**config.mk**
```make
export PLATFORM = sky130hd
export DESIGN_NAME = id_ex_stage
export DESIGN_NICKNAME = d
export VERILOG_FILES = /design/src/rtl/pipe_pkg.sv /design/src/rtl/load_use_detect.sv /design/src/rtl/id_ex_stage.sv
export SDC_FILE = /design/constraint.sdc
export NUM_CORES = 1
export LEC_CHECK = 0
export BUFFER_PORTS_ARGS = -buffer_cell sky130_fd_sc_hd__buf_4
export CAP_MARGIN = 20
export CORE_AREA = 8 8 137 139
export CTS_BUF_LIST = sky130_fd_sc_hd__clkbuf_2 sky130_fd_sc_hd__clkbuf_4 sky130_fd_sc_hd__clkbuf_8
export DETAILED_ROUTE_END_ITERATION = 16
export DIE_AREA = 0 0 145 147
export HOLD_SLACK_MARGIN = 0.15
export PLACE_DENSITY = 0.77
export SKIP_LAST_GASP = 1
export SYNTH_ARGS = -nofsm -noshare
export SYNTH_HDL_FRONTEND = slang
export SYNTH_HIERARCHICAL = 1
export SYNTH_SLANG_ARGS = --single-unit
export TNS_END_PERCENT = 50
```
**constraint.sdc**
```tcl
create_clock -name clk -period 6.8 [get_ports clk]
set_clock_uncertainty 0.2 [all_clocks]
set_input_delay 2.04 -clock clk [delete_from_list [all_inputs] [get_ports clk]]
set_output_delay 2.04 -clock clk [all_outputs]
set_load 0.01 [all_outputs]
```
**src/rtl/pipe_pkg.sv**
```systemverilog
// Shared pipeline definitions: widths, ALU operation codes and the ID/EX control bundle.
package pipe_pkg;

  localparam int unsigned REG_W  = 5;
  localparam int unsigned DATA_W = 32;

  typedef enum logic [3:0] {
    ALU_ADD = 4'd0,
    ALU_SUB = 4'd1,
    ALU_AND = 4'd2,
    ALU_OR  = 4'd3,
    ALU_XOR = 4'd4,
    ALU_NOR = 4'd5,
    ALU_SLT = 4'd6,
    ALU_SLL = 4'd7,
    ALU_SRL = 4'd8,
    ALU_SRA = 4'd9,
    ALU_LUI = 4'd10
  } alu_op_e;

  typedef struct packed {
    logic    reg_write;
    logic    mem_read;
    logic    mem_write;
    logic    mem_to_reg;
    logic    alu_src;
    logic    reg_dst;
    alu_op_e alu_op;
  } ctrl_t;

  localparam ctrl_t CTRL_BUBBLE = ctrl_t'('0);

endpackage

```
**src/rtl/load_use_detect.sv**
```systemverilog
// Load-use hazard detector: the load in EX writes a register the ID instruction reads.
module load_use_detect
  import pipe_pkg::*;
(
  input  logic             id_valid_i,
  input  logic             flush_i,
  input  logic [REG_W-1:0] id_rs_i,
  input  logic [REG_W-1:0] id_rt_i,
  input  logic             id_uses_rt_i,
  input  logic             ex_valid_i,
  input  logic             ex_mem_read_i,
  input  logic [REG_W-1:0] ex_rt_i,
  output logic             hazard_o
);

  logic rs_match;
  logic rt_match;

  // Register 0 is hardwired, so a load targeting it never creates a dependency.
  always_comb begin
    rs_match = (ex_rt_i == id_rs_i);
    rt_match = id_uses_rt_i & (ex_rt_i == id_rt_i);
    hazard_o = id_valid_i & ~flush_i & ex_valid_i & ex_mem_read_i
             & (ex_rt_i != '0) & (rs_match | rt_match);
  end

endmodule

```
**src/rtl/id_ex_stage.sv**
```systemverilog
// ID/EX pipeline register with load-use stall, flush bubble and WB-to-ID bypass.
module id_ex_stage
  import pipe_pkg::*;
(
  input  logic              clk,
  input  logic              rst,
  input  logic              ID_Valid,
  input  logic [DATA_W-1:0] ID_PCPlus4,
  input  logic [REG_W-1:0]  ID_RegRs,
  input  logic [REG_W-1:0]  ID_RegRt,
  input  logic [REG_W-1:0]  ID_RegRd,
  input  logic              ID_UsesRt,
  input  logic [DATA_W-1:0] ID_RsData,
  input  logic [DATA_W-1:0] ID_RtData,
  input  logic [DATA_W-1:0] ID_Imm,
  input  logic              ID_RegWrite,
  input  logic              ID_MemRead,
  input  logic              ID_MemWrite,
  input  logic              ID_MemtoReg,
  input  logic              ID_ALUSrc,
  input  logic              ID_RegDst,
  input  logic [3:0]        ID_ALUOp,
  input  logic              MEMWB_RegWrite,
  input  logic [REG_W-1:0]  MEMWB_RegRd,
  input  logic [DATA_W-1:0] MEMWB_WData,
  input  logic              Flush,
  output logic              PCWrite,
  output logic              IFID_Write,
  output logic              IDEX_Valid,
  output logic [DATA_W-1:0] IDEX_PCPlus4,
  output logic [REG_W-1:0]  IDEX_RegRs,
  output logic [REG_W-1:0]  IDEX_RegRt,
  output logic [REG_W-1:0]  IDEX_RegRd,
  output logic [DATA_W-1:0] IDEX_RsData,
  output logic [DATA_W-1:0] IDEX_RtData,
  output logic [DATA_W-1:0] IDEX_Imm,
  output logic              IDEX_RegWrite,
  output logic              IDEX_MemRead,
  output logic              IDEX_MemWrite,
  output logic              IDEX_MemtoReg,
  output logic              IDEX_ALUSrc,
  output logic              IDEX_RegDst,
  output logic [3:0]        IDEX_ALUOp,
  output logic [15:0]       StallCount
);

  logic              valid_q, valid_d;
  logic [DATA_W-1:0] pc4_q, pc4_d;
  logic [REG_W-1:0]  rs_q, rs_d, rt_q, rt_d, rd_q, rd_d;
  logic [DATA_W-1:0] rs_data_q, rs_data_d, rt_data_q, rt_data_d;
  logic [DATA_W-1:0] imm_q, imm_d;
  ctrl_t             ctrl_q, ctrl_d;
  logic [15:0]       stall_q;
  logic              hazard;
  logic              wb_live;

  load_use_detect u_lud (
    .id_valid_i    (ID_Valid),
    .flush_i       (Flush),
    .id_rs_i       (ID_RegRs),
    .id_rt_i       (ID_RegRt),
    .id_uses_rt_i  (ID_UsesRt),
    .ex_valid_i    (valid_q),
    .ex_mem_read_i (ctrl_q.mem_read),
    .ex_rt_i       (rt_q),
    .hazard_o      (hazard)
  );

  // Next bundle: ID values with WB bypass; control zeroed on flush, stall or empty slot.
  always_comb begin
    wb_live   = MEMWB_RegWrite & (MEMWB_RegRd != '0);
    pc4_d     = ID_PCPlus4;
    rs_d      = ID_RegRs;
    rt_d      = ID_RegRt;
    rd_d      = ID_RegRd;
    imm_d     = ID_Imm;
    rs_data_d = (wb_live && MEMWB_RegRd == ID_RegRs) ? MEMWB_WData : ID_RsData;
    rt_data_d = (wb_live && MEMWB_RegRd == ID_RegRt) ? MEMWB_WData : ID_RtData;
    valid_d   = ID_Valid;
    ctrl_d.reg_write  = ID_RegWrite;
    ctrl_d.mem_read   = ID_MemRead;
    ctrl_d.mem_write  = ID_MemWrite;
    ctrl_d.mem_to_reg = ID_MemtoReg;
    ctrl_d.alu_src    = ID_ALUSrc;
    ctrl_d.reg_dst    = ID_RegDst;
    ctrl_d.alu_op     = alu_op_e'(ID_ALUOp);
    if (Flush || hazard || !ID_Valid) begin
      valid_d = 1'b0;
      ctrl_d  = CTRL_BUBBLE;
    end
  end

  // Pipeline register and saturating stall counter.
  always_ff @(posedge clk) begin
    if (rst) begin
      valid_q   <= 1'b0;
      pc4_q     <= '0;
      rs_q      <= '0;
      rt_q      <= '0;
      rd_q      <= '0;
      rs_data_q <= '0;
      rt_data_q <= '0;
      imm_q     <= '0;
      ctrl_q    <= CTRL_BUBBLE;
      stall_q   <= '0;
    end else begin
      valid_q   <= valid_d;
      pc4_q     <= pc4_d;
      rs_q      <= rs_d;
      rt_q      <= rt_d;
      rd_q      <= rd_d;
      rs_data_q <= rs_data_d;
      rt_data_q <= rt_data_d;
      imm_q     <= imm_d;
      ctrl_q    <= ctrl_d;
      if (hazard && stall_q != '1) stall_q <= stall_q + 16'd1;
    end
  end

  assign PCWrite       = ~hazard;
  assign IFID_Write    = ~hazard;
  assign IDEX_Valid    = valid_q;
  assign IDEX_PCPlus4  = pc4_q;
  assign IDEX_RegRs    = rs_q;
  assign IDEX_RegRt    = rt_q;
  assign IDEX_RegRd    = rd_q;
  assign IDEX_RsData   = rs_data_q;
  assign IDEX_RtData   = rt_data_q;
  assign IDEX_Imm      = imm_q;
  assign IDEX_RegWrite = ctrl_q.reg_write;
  assign IDEX_MemRead  = ctrl_q.mem_read;
  assign IDEX_MemWrite = ctrl_q.mem_write;
  assign IDEX_MemtoReg = ctrl_q.mem_to_reg;
  assign IDEX_ALUSrc   = ctrl_q.alu_src;
  assign IDEX_RegDst   = ctrl_q.reg_dst;
  assign IDEX_ALUOp    = ctrl_q.alu_op;
  assign StallCount    = stall_q;

endmodule

```
======== Word level (Yosys, flattened, before mapping) ========
Index checks and enable logic that the tools add are counted.
word-level totals
  register bits after elaboration ......... 170
  bits in latches ......................... 0
  RAM bits ................................ 0
  ROM bits ................................ 0
  input bits .............................. 196
  output and inout port bits .............. 172
  logic and storage cells ................. 43
  memories kept ........................... 0
operators by class
  $add $sub $neg .......................... 1
  $mul .................................... 0
  div/mod/pow operators ................... 0
  magnitude comparators ................... 0
  equal/unequal tests ..................... 5
  shift operators ......................... 0
  muxes and demuxes ....................... 2
  bitwise gates (word level) .............. 10
  reductions and logical operators ........ 9
operators by type and width
  operator                                                         count
  32-bit two-way mux                                               2
  5-bit == test                                                    4
  16-bit by 1-bit adder with 16-bit output, second input constant  1
  16-bit inequality test, second input constant                    1
  5-bit nonzero test                                               2
  1-bit bitwise AND                                                7
  1-bit logical AND                                                3
  1-bit logical OR                                                 2
  1-bit inverter                                                   2
  2-bit OR reduction                                               1
  1-bit logical NOT                                                1
  1-bit OR                                                         1

======== Depth between registers and ports, before layout ========
  depth after elaboration ................. 9
  mapped depth ............................ 9
  depth with buffers taken out ............ 8

======== By module ========
Netlist, hierarchy kept.
by module, submodules not included
  module           times used  cells an instance  area each (um2)  seq. area each (um2)
  id_ex_stage      1           552                6048.3           3403.3
  load_use_detect  1           18                 141.4            0.0

======== Worst setup path before layout ========
No wires, ideal clock.
  kind .................................... input to output
  from .................................... in ID_RegRt[2]
  to ...................................... out PCWrite
  arrival ................................. 3229 ps
  data required time ...................... 4560 ps
  slack ................................... 1331 ps
  cell stages on the path ................. 7
  path buffers ............................ 2
  cell sequence ........................... xor2_1 nor4_1 nand3_1 a221oi_2 buf_2 inv_1 buf_4
between the ends
  cells in the longest elaborated chain, start to end .. 5
RTL lines
  what               line                   RTL
  start, declared    id_ex_stage.sv:10      input logic [REG_W-1:0] ID_RegRt,
  5-bit == test      load_use_detect.sv:22  rt_match = id_uses_rt_i & (ex_rt_i == id_rt_i);
  1-bit bitwise AND  load_use_detect.sv:22
  1-bit OR           load_use_detect.sv:24  & (ex_rt_i != '0) & (rs_match | rt_match);
  1-bit bitwise AND  load_use_detect.sv:24
  net hazard         id_ex_stage.sv:54      logic hazard;
  1-bit inverter     n/a
  end, declared      id_ex_stage.sv:27      output logic PCWrite,
The timed path passes the listed nets, and every way through them passes these cells.

======== Worst setup path after layout ========
  from .................................... in ID_RegRt[2]
  to ...................................... out IFID_Write
between the ends
  cells in the longest elaborated chain, start to end .. 5
RTL lines
  what               line                   RTL
  5-bit == test      load_use_detect.sv:22
  1-bit bitwise AND  load_use_detect.sv:22
  1-bit OR           load_use_detect.sv:24
  1-bit bitwise AND  load_use_detect.sv:24
  net hazard         id_ex_stage.sv:54
  1-bit inverter     id_ex_stage.sv:121     assign IFID_Write = ~hazard;
  end, declared      id_ex_stage.sv:28      output logic IFID_Write,
The timed path passes the listed nets, and every way through them passes these cells.

==> results <==
- The run finished with clean final reports.
- CTS saw 170 sinks.
- For this block, wires on met1 add up to 7610 um.
- The initial antenna violation count is 0.
- The combined flip-flop and latch cell area is approximately 3400 um2.
- In the detailed route, the total length drawn on met3 is 2420 um.
- Port buffering added between 300 and 400 buffers.
- For this run, the top clock speed supported by timing is about 0.18 GHz.
- Setup repair after global routing left no endpoint under its margin.
- During synthesis, Yosys emitted a total of 6 warnings.
- The critical path starts at ID_RegRt[2].
- In the routed layout, each cell is associated on average with a via count of around 4.5.
- The half-perimeter wire length of the detailed placement result is between 15,000 and 20,000 um.
- The tree is rooted in a sky130_fd_sc_hd__clkbuf_8.
- Of the cells placed in the final design, the portion with a size suffix greater than 1 is 0.436.
- Compared with the post-synthesis result, the final layout area differs by 53.1%.
- Once the clock tree was built, the setup fixing pass inserted 0 buffers.
- The detailed router used layers up to and including met4.
- The number of global-route vias before repair is 5,337.
- For this block, the routed nets add up to 20,300 um of wire.
- 0 antenna diodes ended up in the layout.
- The die covers roughly 21,000 um2.
- By area the synthesized netlist is led by sky130_fd_sc_hd__dfxtp_1 (55%), sky130_fd_sc_hd__mux2i_1 (11%), sky130_fd_sc_hd__nand2b_1 (9.7%).
- The die height is 147 um.
- On the critical path the largest part of the delay comes from buffers and inverters.
- In this run the core area contains 48 standard-cell rows.
- Entering global routing, the biggest net connects around 110 pins.
- In this run the static leakage power is 4.47 nW.
- The worst register-to-register path begins at IDEX_RegRt[2]$_SDFF_PP0_.
- For this run, the register share of the synthesized area comes to 0.550.
- The via count is about 5,200.
- The most frequent cell after synthesis is sky130_fd_sc_hd__dfxtp_1.
- The endpoint kind of the worst setup timing path is an output pin.
- For this run, the total global-route usage over all layers was measured as 0.184.
- The min-delay analysis places its worst path in the category reg -> reg.
- The count of mapped cells out of synthesis is 570.
- Each instance of the synthesized netlist takes up on average approximately 11 um2.
- The wire length per cell after detailed routing is roughly 17 um.
- The number of pins with negative max-slew slack in the final report is 0.
- Global routing finished with a remaining overflow of 0.
- The total of hold buffers inserted after clock tree synthesis is 0.
- The critical path data required time is ~4.6 ns.
- In this run, post-CTS repair resized a total of 0 instances.
- Among all flip-flop cells after synthesis, the most frequent one is sky130_fd_sc_hd__dfxtp_1.
- IR analysis of the VDD net gives a maximum drop of 0.172 mV.
- The number of unique standard cell types used by synthesis is 39.
- The number of buffers created by CTS is 17.
- The starting DRC count in detailed routing is 180.
- Counting along the longest clock path gives a buffer depth of 2.
- The H-tree was split into 4 levels.
- In this run the power density over the cells is 219 nW/um2.
- The library cell contributing the largest single delay on the critical path is sky130_fd_sc_hd__nor4_1.
- The number of design rule violations left after detail routing is 0.
- The sort of element at the start of the critical path is an input pin.
- After floorplanning, the core was sized to cover ~17,000 um2.
- At the pin with the least slew margin, the transition time is ~0.86 ns.
- The commonest cells after synthesis are sky130_fd_sc_hd__dfxtp_1 (170), sky130_fd_sc_hd__nand2b_1 (96), sky130_fd_sc_hd__nor2b_1 (80).
- The post-synthesis net count is about 770.
- The most prevalent standard cell on the critical path is sky130_fd_sc_hd__buf_4.
- The number of violations of the max-capacitance limit is 0.
- The worst register-to-register path ends at StallCount[9]$_SDFFE_PP0P_.
- The clock tree from TritonCTS is built.
- The post-detailed-route count of antenna-violating nets is 0.
- The critical path class is in -> out.
- The maximum fanout along the worst path is 10.
- The initial utilization of the core area, before any placement, comes to 0.369.
- In the final design database the tool counted about 1,100 nets.
- The first global-routing pass estimated between 30,000 and 40,000 um of wire.
- The proportion of synthesized flip-flops having asynchronous set or reset is 0.
- The fraction of synthesized cell area taken by the top area cell type is 0.550.
- The number of placed I/O pins is between 300 and 400.
- The critical path goes through buf_4, xor2_1, nor4_1, nand3_1, a221oi_2, buf_4, inv_1, buf_4.
- Counting buffers and inverters, the worst setup path is 8 cells deep.
- The arrival time at the worst endpoint is about 3.5 ns.
- After routing, the total negative slack on setup checks comes to 0 ns.
- For the finished layout, the period the worst path requires is around 5.7 ns.
- The share of the clock period used by the worst path is 0.839.
- The final number of setup-violating endpoints is 0.
- The final count of hold timing violations is 0.
- The floorplan die width is ~150 um.
- The combined area of the multi-input logic cells is between 2000 and 3000 um2.
- For the worst flop-to-flop path, the logic depth is 9.
- The clock reaches the later pin of the worst-skew pair after about 0.45 ns.
- The global placement routability congestion is approximately 0.83.
- The number of fillers in the final layout is between 1,000 and 1,500.
- The largest single stage delay on the critical path is about 0.28 ns.
- In this run the cell area of the synthesized design comes to approximately 6200 um2.
- In this run the tightest slew margin relative to its limit is 0.424.
- The first TritonRoute pass finished after 4 iterations.
- Together, buffers and inverters on the worst path number 4.
- The detailed-routed wire length on met2 is 10,000 um.
- The post-CTS clock slew at the launch and capture registers of the worst setup and hold paths is 0.10 ns.
- The completed layout was analyzed and its total power is 2.08 mW.
- The number of enable-type register cells in the synthesized netlist is 0.
- Of all cell types, the one taking the most synthesized area is sky130_fd_sc_hd__dfxtp_1.
- Following the worst setup path forward leads to its endpoint at IFID_Write.
- The setup check on the worst reg-to-reg path leaves a slack of just under 4 ns.
- The total of flip-flops plus latches after synthesis is 170.
metal layers:
layer / global-route usage / up-vias
li1: - / 2594
met1: 0.188 / 2376
met2: 0.321 / 244
met3: 0.103 / 11
met4: 0.0452 / 0
met5: 0 / -
how the worst min path moves through the flow:
| stage | startpoint | end | slack, ns | cells after the start |
|---|---|---|---|---|
| global route | StallCount[15]$_SDFFE_PP0P_ | StallCount[15]$_SDFFE_PP0P_ | 0.39 | 2 |
| detailed placement | StallCount[15]$_SDFFE_PP0P_ | StallCount[15]$_SDFFE_PP0P_ | 0.33 | 2 |
| CTS | StallCount[11]$_SDFFE_PP0P_ | StallCount[11]$_SDFFE_PP0P_ | 0.36 | 2 |
| floorplan | StallCount[11]$_SDFFE_PP0P_ | StallCount[11]$_SDFFE_PP0P_ | 0.33 | 2 |
| global placement | StallCount[11]$_SDFFE_PP0P_ | StallCount[11]$_SDFFE_PP0P_ | 0.33 | 2 |
| finish | StallCount[15]$_SDFFE_PP0P_ | StallCount[15]$_SDFFE_PP0P_ | 0.36 | 2 |
power breakdown:
group	total (mW)	leakage (nW)	internal (mW)	switching, mW
clock	0.729	0.203	0.317	0.412
sequential	1.06	1.41	1.04	0.0154
combinational	0.287	2.85	0.173	0.114
flip-flops by register name (all words and copies together) (netlist names):
register	cells
IDEX_Valid	1
IDEX_Imm	32
IDEX_RegRd	5
IDEX_RegRs	5
IDEX_RegDst	1
IDEX_RtData	32
IDEX_RegWrite	1
IDEX_PCPlus4	32
IDEX_ALUOp	4
IDEX_MemWrite	1
StallCount	16
IDEX_ALUSrc	1
IDEX_RegRt	5
IDEX_MemRead	1
IDEX_RsData	32
IDEX_MemtoReg	1
cells in the final DEF (no fill, tap or decap), types with 6 or more instances in the layout:
master,Yosys,final
sky130_fd_sc_hd__dfxtp_1,170,170
sky130_fd_sc_hd__clkbuf_8,0,18
sky130_fd_sc_hd__and2_1,10,10
sky130_fd_sc_hd__buf_4,1,370
sky130_fd_sc_hd__xor2_1,11,11
sky130_fd_sc_hd__or4_1,6,6
sky130_fd_sc_hd__mux2i_1,65,65
sky130_fd_sc_hd__nor2b_1,80,80
sky130_fd_sc_hd__nand3_1,7,7
sky130_fd_sc_hd__a21oi_1,15,15
sky130_fd_sc_hd__nand4_1,7,7
sky130_fd_sc_hd__nand2_1,7,7
sky130_fd_sc_hd__nand2b_1,96,96
sky130_fd_sc_hd__xnor2_1,9,9
sky130_fd_sc_hd__o21ai_0,7,7
sky130_fd_sc_hd__or3_1,7,7
worst min-delay path, delay by kind of cell, from the launching register on:
family          cells  cell delay, ns
compound gates      2            0.15
flops               1            0.38
per-stage QoR:
stage | setup WS [ns] | utilization | area [um2] | hold slack, ns | instances
after global placement | 1.14 | 0.541 | 9060 | 0.326 | 1133
after floorplan | 1.33 | - | 6190 | 0.333 | 570
after CTS | 1.10 | 0.565 | 9470 | 0.356 | 1166
final | 1.10 | 0.565 | 9470 | 0.358 | 1167
after detailed placement | 1.11 | 0.541 | 9070 | 0.333 | 1134
after global routing | 0.929 | 0.565 | 9470 | 0.387 | 1167
area by class of cell:
type,count,area share
clock inverter,14,0.0161
tap,225,0.0297
timing repair buffer,372,0.294
clock buffer,18,0.0261
inverter,4,0.00158
sequential,170,0.359
multi-input combinational,364,0.273
logic make-up after synthesis:
logic type                 after synthesis  synth area share
and+or+nand+nor                        249             0.255
DFF                                    170             0.550
muxes                                   65             0.105
buffers and inverters                   36            0.0323
AOI/OAI and AO/OA                       29            0.0277
xor gates and xnor gates                20            0.0283
adders and majority gates                1           0.00202
Note: power is estimated with default switching activity, not from simulation.
